==> config.mk <==
export PLATFORM = sky130hd
export DESIGN_NAME = regfile_scoreboard
export DESIGN_NICKNAME = d
export VERILOG_FILES = /design/src/rtl/regfile_scoreboard.sv
export SDC_FILE = /design/constraint.sdc
export NUM_CORES = 2
export LEC_CHECK = 0
export ABC_AREA = 1
export CAP_MARGIN = 20
export CELL_PAD_IN_SITES_DETAIL_PLACEMENT = 1
export CELL_PAD_IN_SITES_GLOBAL_PLACEMENT = 1
export CORE_MARGIN = 10
export CORE_UTILIZATION = 49
export CTS_CLUSTER_DIAMETER = 150
export DETAILED_ROUTE_END_ITERATION = 8
export PLACE_DENSITY_LB_ADDON = 0.2
export SLEW_MARGIN = 40
export SYNTH_ARGS = -nofsm -noshare
export SYNTH_HDL_FRONTEND = slang
export SYNTH_SLANG_ARGS = --single-unit
==> constraint.sdc <==
create_clock -name clk -period 6 [get_ports clk]
set_input_delay 1.2 -clock clk [delete_from_list [all_inputs] [get_ports clk]]
set_output_delay 1.2 -clock clk [all_outputs]
set_load 0.005 [all_outputs]
==> src/rtl/regfile_scoreboard.sv <==
`default_nettype none
// ============================================================================
// Module      : regfile_scoreboard
// Description : Two-read/one-write register file with a per-register
//               outstanding-writer counter. ID allocates destinations, WB
//               writes results and releases counts, flush clears all counts.
//               Optional write-through forwarding: define REGFILE_BYPASS_EN.
// Revision    : 1.0 - initial release
// ============================================================================
module regfile_scoreboard #(
    parameter int DATA_WIDTH = 32,
    parameter int ADDR_WIDTH = 5,
    parameter int CNT_WIDTH  = 2
) (
    input  logic                  clk,
    input  logic                  resetn,
    input  logic [ADDR_WIDTH-1:0] raddr1,
    output logic [DATA_WIDTH-1:0] rdata1,
    output logic                  rdata1_valid,
    input  logic [ADDR_WIDTH-1:0] raddr2,
    output logic [DATA_WIDTH-1:0] rdata2,
    output logic                  rdata2_valid,
    input  logic                  alloc_valid,
    input  logic [ADDR_WIDTH-1:0] alloc_addr,
    output logic                  alloc_ready,
    input  logic                  wb_valid,
    input  logic [ADDR_WIDTH-1:0] wb_addr,
    input  logic [DATA_WIDTH-1:0] wb_data,
    input  logic                  flush,
    output logic                  wb_err
);

    localparam int                   C_NUM_REGS = 2**ADDR_WIDTH;
    localparam logic [CNT_WIDTH-1:0] C_CNT_MAX  = '1;
    localparam logic [CNT_WIDTH-1:0] C_CNT_ONE  = CNT_WIDTH'(1);

    logic [DATA_WIDTH-1:0] r_data [C_NUM_REGS];
    logic [CNT_WIDTH-1:0]  r_cnt  [C_NUM_REGS];
    logic                  r_wb_err;

    logic                  w_wb_live;
    logic                  w_alloc_ready;
    logic                  w_alloc_fire;
    logic [DATA_WIDTH-1:0] w_rdata1;
    logic [DATA_WIDTH-1:0] w_rdata2;
    logic                  w_valid1;
    logic                  w_valid2;

    // Register 0 is hardwired, so writebacks to it are not "live".
    assign w_wb_live = wb_valid && (wb_addr != '0);

    // A same-cycle release to the destination frees a slot in a full counter.
    assign w_alloc_ready = (alloc_addr == '0) ||
                           (r_cnt[alloc_addr] != C_CNT_MAX) ||
                           (wb_valid && (wb_addr == alloc_addr));
    assign w_alloc_fire  = alloc_valid && w_alloc_ready && (alloc_addr != '0);

    // Read ports: registered state, optionally overridden by the live writeback.
    always_comb begin
        w_rdata1 = r_data[raddr1];
        w_valid1 = (r_cnt[raddr1] == '0);
        w_rdata2 = r_data[raddr2];
        w_valid2 = (r_cnt[raddr2] == '0);
`ifdef REGFILE_BYPASS_EN
        // The writer being retired this cycle is the last one if cnt <= 1.
        if (w_wb_live && (wb_addr == raddr1)) begin
            w_rdata1 = wb_data;
            w_valid1 = (r_cnt[raddr1] <= C_CNT_ONE);
        end
        if (w_wb_live && (wb_addr == raddr2)) begin
            w_rdata2 = wb_data;
            w_valid2 = (r_cnt[raddr2] <= C_CNT_ONE);
        end
`endif
    end

    // Data, pending counters and sticky underflow flag.
    always_ff @(posedge clk) begin
        if (!resetn) begin
            for (int i = 0; i < C_NUM_REGS; i++) begin
                r_data[i] <= '0;
                r_cnt[i]  <= '0;
            end
            r_wb_err <= 1'b0;
        end else begin
            // Data is written regardless of flush.
            if (w_wb_live) begin
                r_data[wb_addr] <= wb_data;
            end
            if (flush) begin
                for (int i = 0; i < C_NUM_REGS; i++) begin
                    r_cnt[i] <= '0;
                end
            end else begin
                for (int i = 1; i < C_NUM_REGS; i++) begin
                    logic v_inc;
                    logic v_dec;
                    v_inc = w_alloc_fire && (alloc_addr == ADDR_WIDTH'(i));
                    v_dec = w_wb_live && (wb_addr == ADDR_WIDTH'(i)) && (r_cnt[i] != '0);
                    if (v_inc && !v_dec) begin
                        r_cnt[i] <= r_cnt[i] + C_CNT_ONE;
                    end else if (v_dec && !v_inc) begin
                        r_cnt[i] <= r_cnt[i] - C_CNT_ONE;
                    end
                end
                // Release of a register with no pending writer is an error.
                if (w_wb_live && (r_cnt[wb_addr] == '0)) begin
                    r_wb_err <= 1'b1;
                end
            end
        end
    end

    assign rdata1       = w_rdata1;
    assign rdata1_valid = w_valid1;
    assign rdata2       = w_rdata2;
    assign rdata2_valid = w_valid2;
    assign alloc_ready  = w_alloc_ready;
    assign wb_err       = r_wb_err;

endmodule
`default_nettype wire

# After elaboration in Yosys (flattened, before gate mapping)
# Memory sizes are Yosys's and may differ from the RTL's.
# Cells that the tools add are included.
[word_totals] mem_bits_rw=1088 ff_bits=1 inputBits=57 wordCells=870 memories=2 out_inout_bits=68
[memory_table] memory="r_data" words=32 word_bits=32 rd=2 rd_clocked_by_memory_dff=0 write_ports=32 line_no="37" source="logic [DATA_WIDTH-1:0] r_data [C_NUM_REGS];"
[memory_table] memory="r_cnt" words=32 word_bits=2 rd=35 rd_clocked_by_memory_dff=0 write_ports=32 line_no="38" source="logic [CNT_WIDTH-1:0] r_cnt [C_NUM_REGS];"
[op_classes] n_addsub=62 eq_ne=64 mux=383 bitwise=95 reduce_logical=263
[ops] op="1-bit 2-to-1 mux" count=287
[ops] op="2-bit 2-to-1 mux" count=94
[ops] op="5-bit == test, second input constant" count=32
[ops] op="1-bit logical AND" count=160
[ops] op="1-bit bitwise OR" count=94
[ops] op="5-bit by 4-bit == test with 1-bit output, second input constant" count=16
[ops] op="2-bit by 1-bit adder with 2-bit output, second input constant" count=31
[ops] op="1-bit logical NOT" count=62
[ops] op="2-bit nonzero test" count=31
[ops] op="2-bit by 1-bit subtractor with 2-bit output, second input constant" count=31
[ops] op="5-bit by 3-bit == test with 1-bit output, second input constant" count=8
[ops] op="32-bit 2-to-1 mux" count=1
[ops] op="32-bit OR reduction" count=1
[ops] op="5-bit by 2-bit == test with 1-bit output, second input constant" count=4
[ops] op="5-bit by 1-bit == test with 1-bit output, second input constant" count=2
[ops] op="5-bit nonzero test" count=2
[ops] op="2-bit logical NOT" count=3
[ops] op="5-bit == test" count=1
[ops] op="5-bit logical NOT" count=1
[ops] op="5-bit 2-to-1 mux" count=1
[ops] op="1-bit logical OR" count=2
[ops] op="2-bit inequality test, second input constant" count=1
[ops] op="2-bit AND reduction" count=1
[ops] op="1-bit inverter" count=1

# Depth between registers and ports, before layout
# An unclocked memory read counts as a cell.
[logic_depth] word_depth=15 ltp_mapped=18 ltp_nobuf=16

# Least setup slack after synthesis
# OpenSTA, ideal clock, no wires.
[synth_timing] kind="input-to-reg" start="in wb_addr[4]" end="mem r_data[27][0], enable pin" setup_ps=466 arrival_time_ps=4256 setup_slack_ps=1278 t_required_ps=5534 path_buffers=2 stages=10 path_cell_list="buf_2 -> nor2_1 -> inv_1 -> nor2_1 -> nand2_1 -> nand2_1 -> buf_4 -> inv_1 -> nand2_1 -> o21ai_0"
[synth_rtl] item="from (decl)" line_no="27" source="input logic [ADDR_WIDTH-1:0] wb_addr,"
[synth_rtl] item="to (decl)" line_no="37"

# Worst setup path after layout
[layout_timing] start="in raddr2[0]" end="out rdata2[20]"
[layout_between] elab_chain_len=1
[layout_rtl] item="from (decl)" line_no="20" source="input logic [ADDR_WIDTH-1:0] raddr2,"
[layout_rtl] item="memory read 32 x 32 bit"
[layout_rtl] item="to (decl)" line_no="21" source="output logic [DATA_WIDTH-1:0] rdata2,"
# Every way passes these cells.

==> flow_results.org <==
** Logic synthesis
- By count the netlist is led by nor2_1 (1995), edfxtp_1 (1086), o21ai_0 (881).
- Proportion of synthesized flip-flops having asynchronous set or reset :: 0%
- Cell with the most instances after synthesis :: nor2_1
- Post-synth top flop :: edfxtp_1
- Netlist area before placement :: 57870 sq um
- Mean area per synthesized cell :: 8.735 sq um
- Sequential cells were found to cover 56.39% of the synthesized design area.
- Flip-flop and latch count after synthesis :: 1087
- Warnings from Yosys :: 0
- After synthesis, the largest area contributor takes up 56.35% of total cell area.
- In this run, distinct cell masters in the synthesized netlist total 42.
- The cell count after synthesis came out at 6625.
- edfxtp_1 takes more of the synthesized area than any other cell.
- Counting flops with a built-in enable in the synthesized netlist gives 1086.
- Ranked by total cell area, the synthesized netlist is headed by edfxtp_1 (56%), nor2_1 (13%), o21ai_0 (7.6%).

** Floorplanning
- In this run the core area contains 126 standard-cell rows.
- The floorplan step defined a core boundary enclosing 117600 sq um.
- The initial utilization of the core area, before any placement, comes to 49.21%.
- In this run the horizontal extent of the chip is 363.7 um.
- Die boundary height :: 363.7 um
- The floorplan step defined a die boundary enclosing 132200 sq um.
- In this run the count of I/O pins placed on the die edge is 125.

** Finish
- The finished layout holds 8189 standard cells, fillers aside.
- For this run, the post-layout net count is 6624.
- After filler insertion, the fill cell instance count of the layout stands at 13.28k.
- Share of post-route cells with drive strength above 1 :: 8.693%
- Area growth syn-to-layout :: 13.59%
- Fin util :: 55.89%
- Cell area after layout :: 65730 sq um

** Drt
- The first routing iteration left 9614 violations.
- In the final routed layout, each cell accounts on average for 33.96 um.
- Using the TritonRoute via totals, the vias-per-cell ratio works out to 7.086.
- The detail route stage leaves a number of antenna-violating nets equal to 0.
- After detailed routing, the number of remaining DRC violations is 0.
- Detailed-router iteration count before antenna repair :: 6
- The routed design has 278100 um of wire.
- The final route contains 58.03k vias.

** Place
- Total of buffers placed on input and output ports :: 124
- The congestion estimate from routability-driven global placement came to 0.9241.
- Final HPWL DP :: 161100 um
- Placed instance count :: 7964
- After detailed placement, the total cell area comes to 61570 sq um.
- Timing analysis after detailed placement gives a worst setup slack of 143.3 ps.

** Pwr
- NetSw :: 0.005491 W
- Net switching share of the total power :: 27.92%
- Peak supply drop :: 0.2406 mV
- Clock power share :: 40.5%
- Dividing total power by cell area gives a power density of 299.2 nW/um^2.
- Relative contribution of combinational cells to total power :: 13.6%
- Power share of the sequential group :: 45.9%
- Internal :: 0.01418 W
- Summed over all cells, the static leakage comes to 23.89 nW.

** STA
- After layout, the minimum clock period comes to 6099 ps.
- Setup repair after global routing missed its margin :: true
- Adding up every negative setup slack in the final design gives -99.16 ps.
- The final hold violation count came to 0.
- The number of max-slew violations in the final report came to 0.
- Setup slack on the critical path of the routed design comes to -99.16 ps.
- Headroom to the max-slew limit came out at 34.41%.
- The clock arrives with 30.56 ps of skew.
- Fin crit share :: 101.7%
- Slew @ Worst Pin :: 983.8 ps
- Maximum clock rate :: 164.0 MHz
- Setup violations, final :: 1

** Global route
- The first global-routing pass estimated 394900 um of wire.
- Entering global routing, the biggest net connects 143 pins.
- Global-route usage over all layers :: 40.61%
- Vias in the first global route :: 58.33k
- The number of antenna violations at the first check in global routing is 12.
- For this run the aggregate overflow at the end of global routing stands at 0.

** Clocking
- H-tree depth :: 3
- Number of buffers added to fix hold violations after cts :: 0
- Clock sinks :: 1087
- The tree is rooted in a clkbuf_16.
- Insertion delay to the later sink of the worst-skew pair :: 750 ps
- PostCTS Resize Cnt :: 0
- CTS tree :: done
- Clk slew on worst S/H paths :: 60 ps
- In this run the deepest clock path goes through 3 buffers.
- Total setup buffers inserted after CTS :: 0
- In this run, CTS created clock tree buffers numbering 119.

** Setup path
- In this run the critical register-to-register path is launched from r_cnt[25][1].
- STA classifies the critical path endpoint as an output port.
- Crit path DAT :: 4900 ps
- Launching element type of the critical path :: input port
- List of cells traversed by the critical path :: clkdlybuf4s50_1 > inv_2 > nor2_4 > inv_8 > buf_4 > o21ai_0 > nor3_1 > o311ai_0 > buf_4 > nand2_1 > buf_4 > clkdlybuf4s50_1
- Library cell contributing the largest single delay on the critical path :: clkdlybuf4s50_1
- Crit path kind :: in -> out
- Tracing the worst setup path back leads to its startpoint at raddr2[0].
- Endpoint required time on the critical path :: 4800 ps
- For this run, the slowest stage of the critical path takes 610 ps.
- The most numerous cell type found on the critical path is buf_4.
- Along the worst path, the maximum fanout reaches 47.

** Flow run
- Max-cap viol count :: 0

** Min path
- Class of the tightest hold or removal check :: reg -> reg
- The startpoint identified for the worst hold timing path is wb_err.

** Outcome
- Result of the run :: complete, but fails checks
- Violated checks :: setup timing
path summary, 6_finish.rpt:
path	to	cells past startpoint	slack (ps)
max	rdata2[20]	12	-100
min	wb_err	2	560
max reg2reg	r_cnt[8][0]	16	2970
min reg2reg	wb_err	2	560
cell families after synthesis:
group | after synthesis | share of synthesized area [%]
flops | 1087 | 56.39
simple gates | 2916 | 19.81
fa+ha+maj | 17 | 0.3675
buf+inv | 881 | 5.907
other cells | 1 | 0.006480
compound gates | 1723 | 17.52
routing by layer:
metal,up-vias,wire length [um],share of wire [%],track usage [%]
met4,16,21930,7.9,27.99
met2,5080,119600,43,61.08
met3,1305,39400,14,10.82
li1,23197,-,-,-
met1,28433,97100,35,50.98
met5,-,89,0.032,0.03630
power by group through the flow:
stage / Clock [W] / Sequential (W) / Combinational, W
after global routing: 0.00823 / 0.00906 / 0.00277
after detailed placement: 0 / 0.00917 / 0.00254
after floorplan: 0 / 0.00908 / 0.00132
after global placement: 0 / 0.00914 / 0.00247
after CTS: 0.00793 / 0.00901 / 0.00256
final: 0.00796 / 0.00903 / 0.00268
stage by stage:
stage               total power (W)  hold slack [ps]
detailed placement          0.01170            546.1
CTS                         0.01950            563.2
global route                0.02007            564.9
floorplan                   0.01040            460.4
finish                      0.01967            555.2
global placement            0.01160            514.9
placed cells by master, fill, tap and decap left out, drive strengths merged, types with 87 or more instances in the layout:
cell type	instances
nor2	1998
edfxtp	1086
o21ai	897
nand2	600
o22ai	491
buf	270
inv	266
nor3	141
clkbuf	138
nand3	119
clkdlybuf4s50	115
o311ai	100
o221ai	87
critical path: cells and delay by family:
family | cells | cell delay [ps]
buffers and inverters | 7 | 2580
AND/OR/NAND/NOR | 3 | 670
AO/OA/AOI/OAI | 2 | 380
cell type report:
type | instances | area [sq um] | share of cell area [%]
clock buffers | 137 | 3045 | 4.633
flip-flops and latches | 1087 | 32630 | 49.64
clock inverters | 83 | 1081 | 1.645
multi-input cells | 4688 | 22190 | 33.76
diodes | 4 | 10.01 | 0.01523
repair buffers | 386 | 3807 | 5.792
inverters | 268 | 1046 | 1.591
well taps | 1536 | 1922 | 2.924
registers in the layout (all words and copies together), names as in the netlist:
signal / count
wb_err: 1
r_cnt: 62
r_data: 1024
Note: power is estimated with default switching activity, not from simulation.
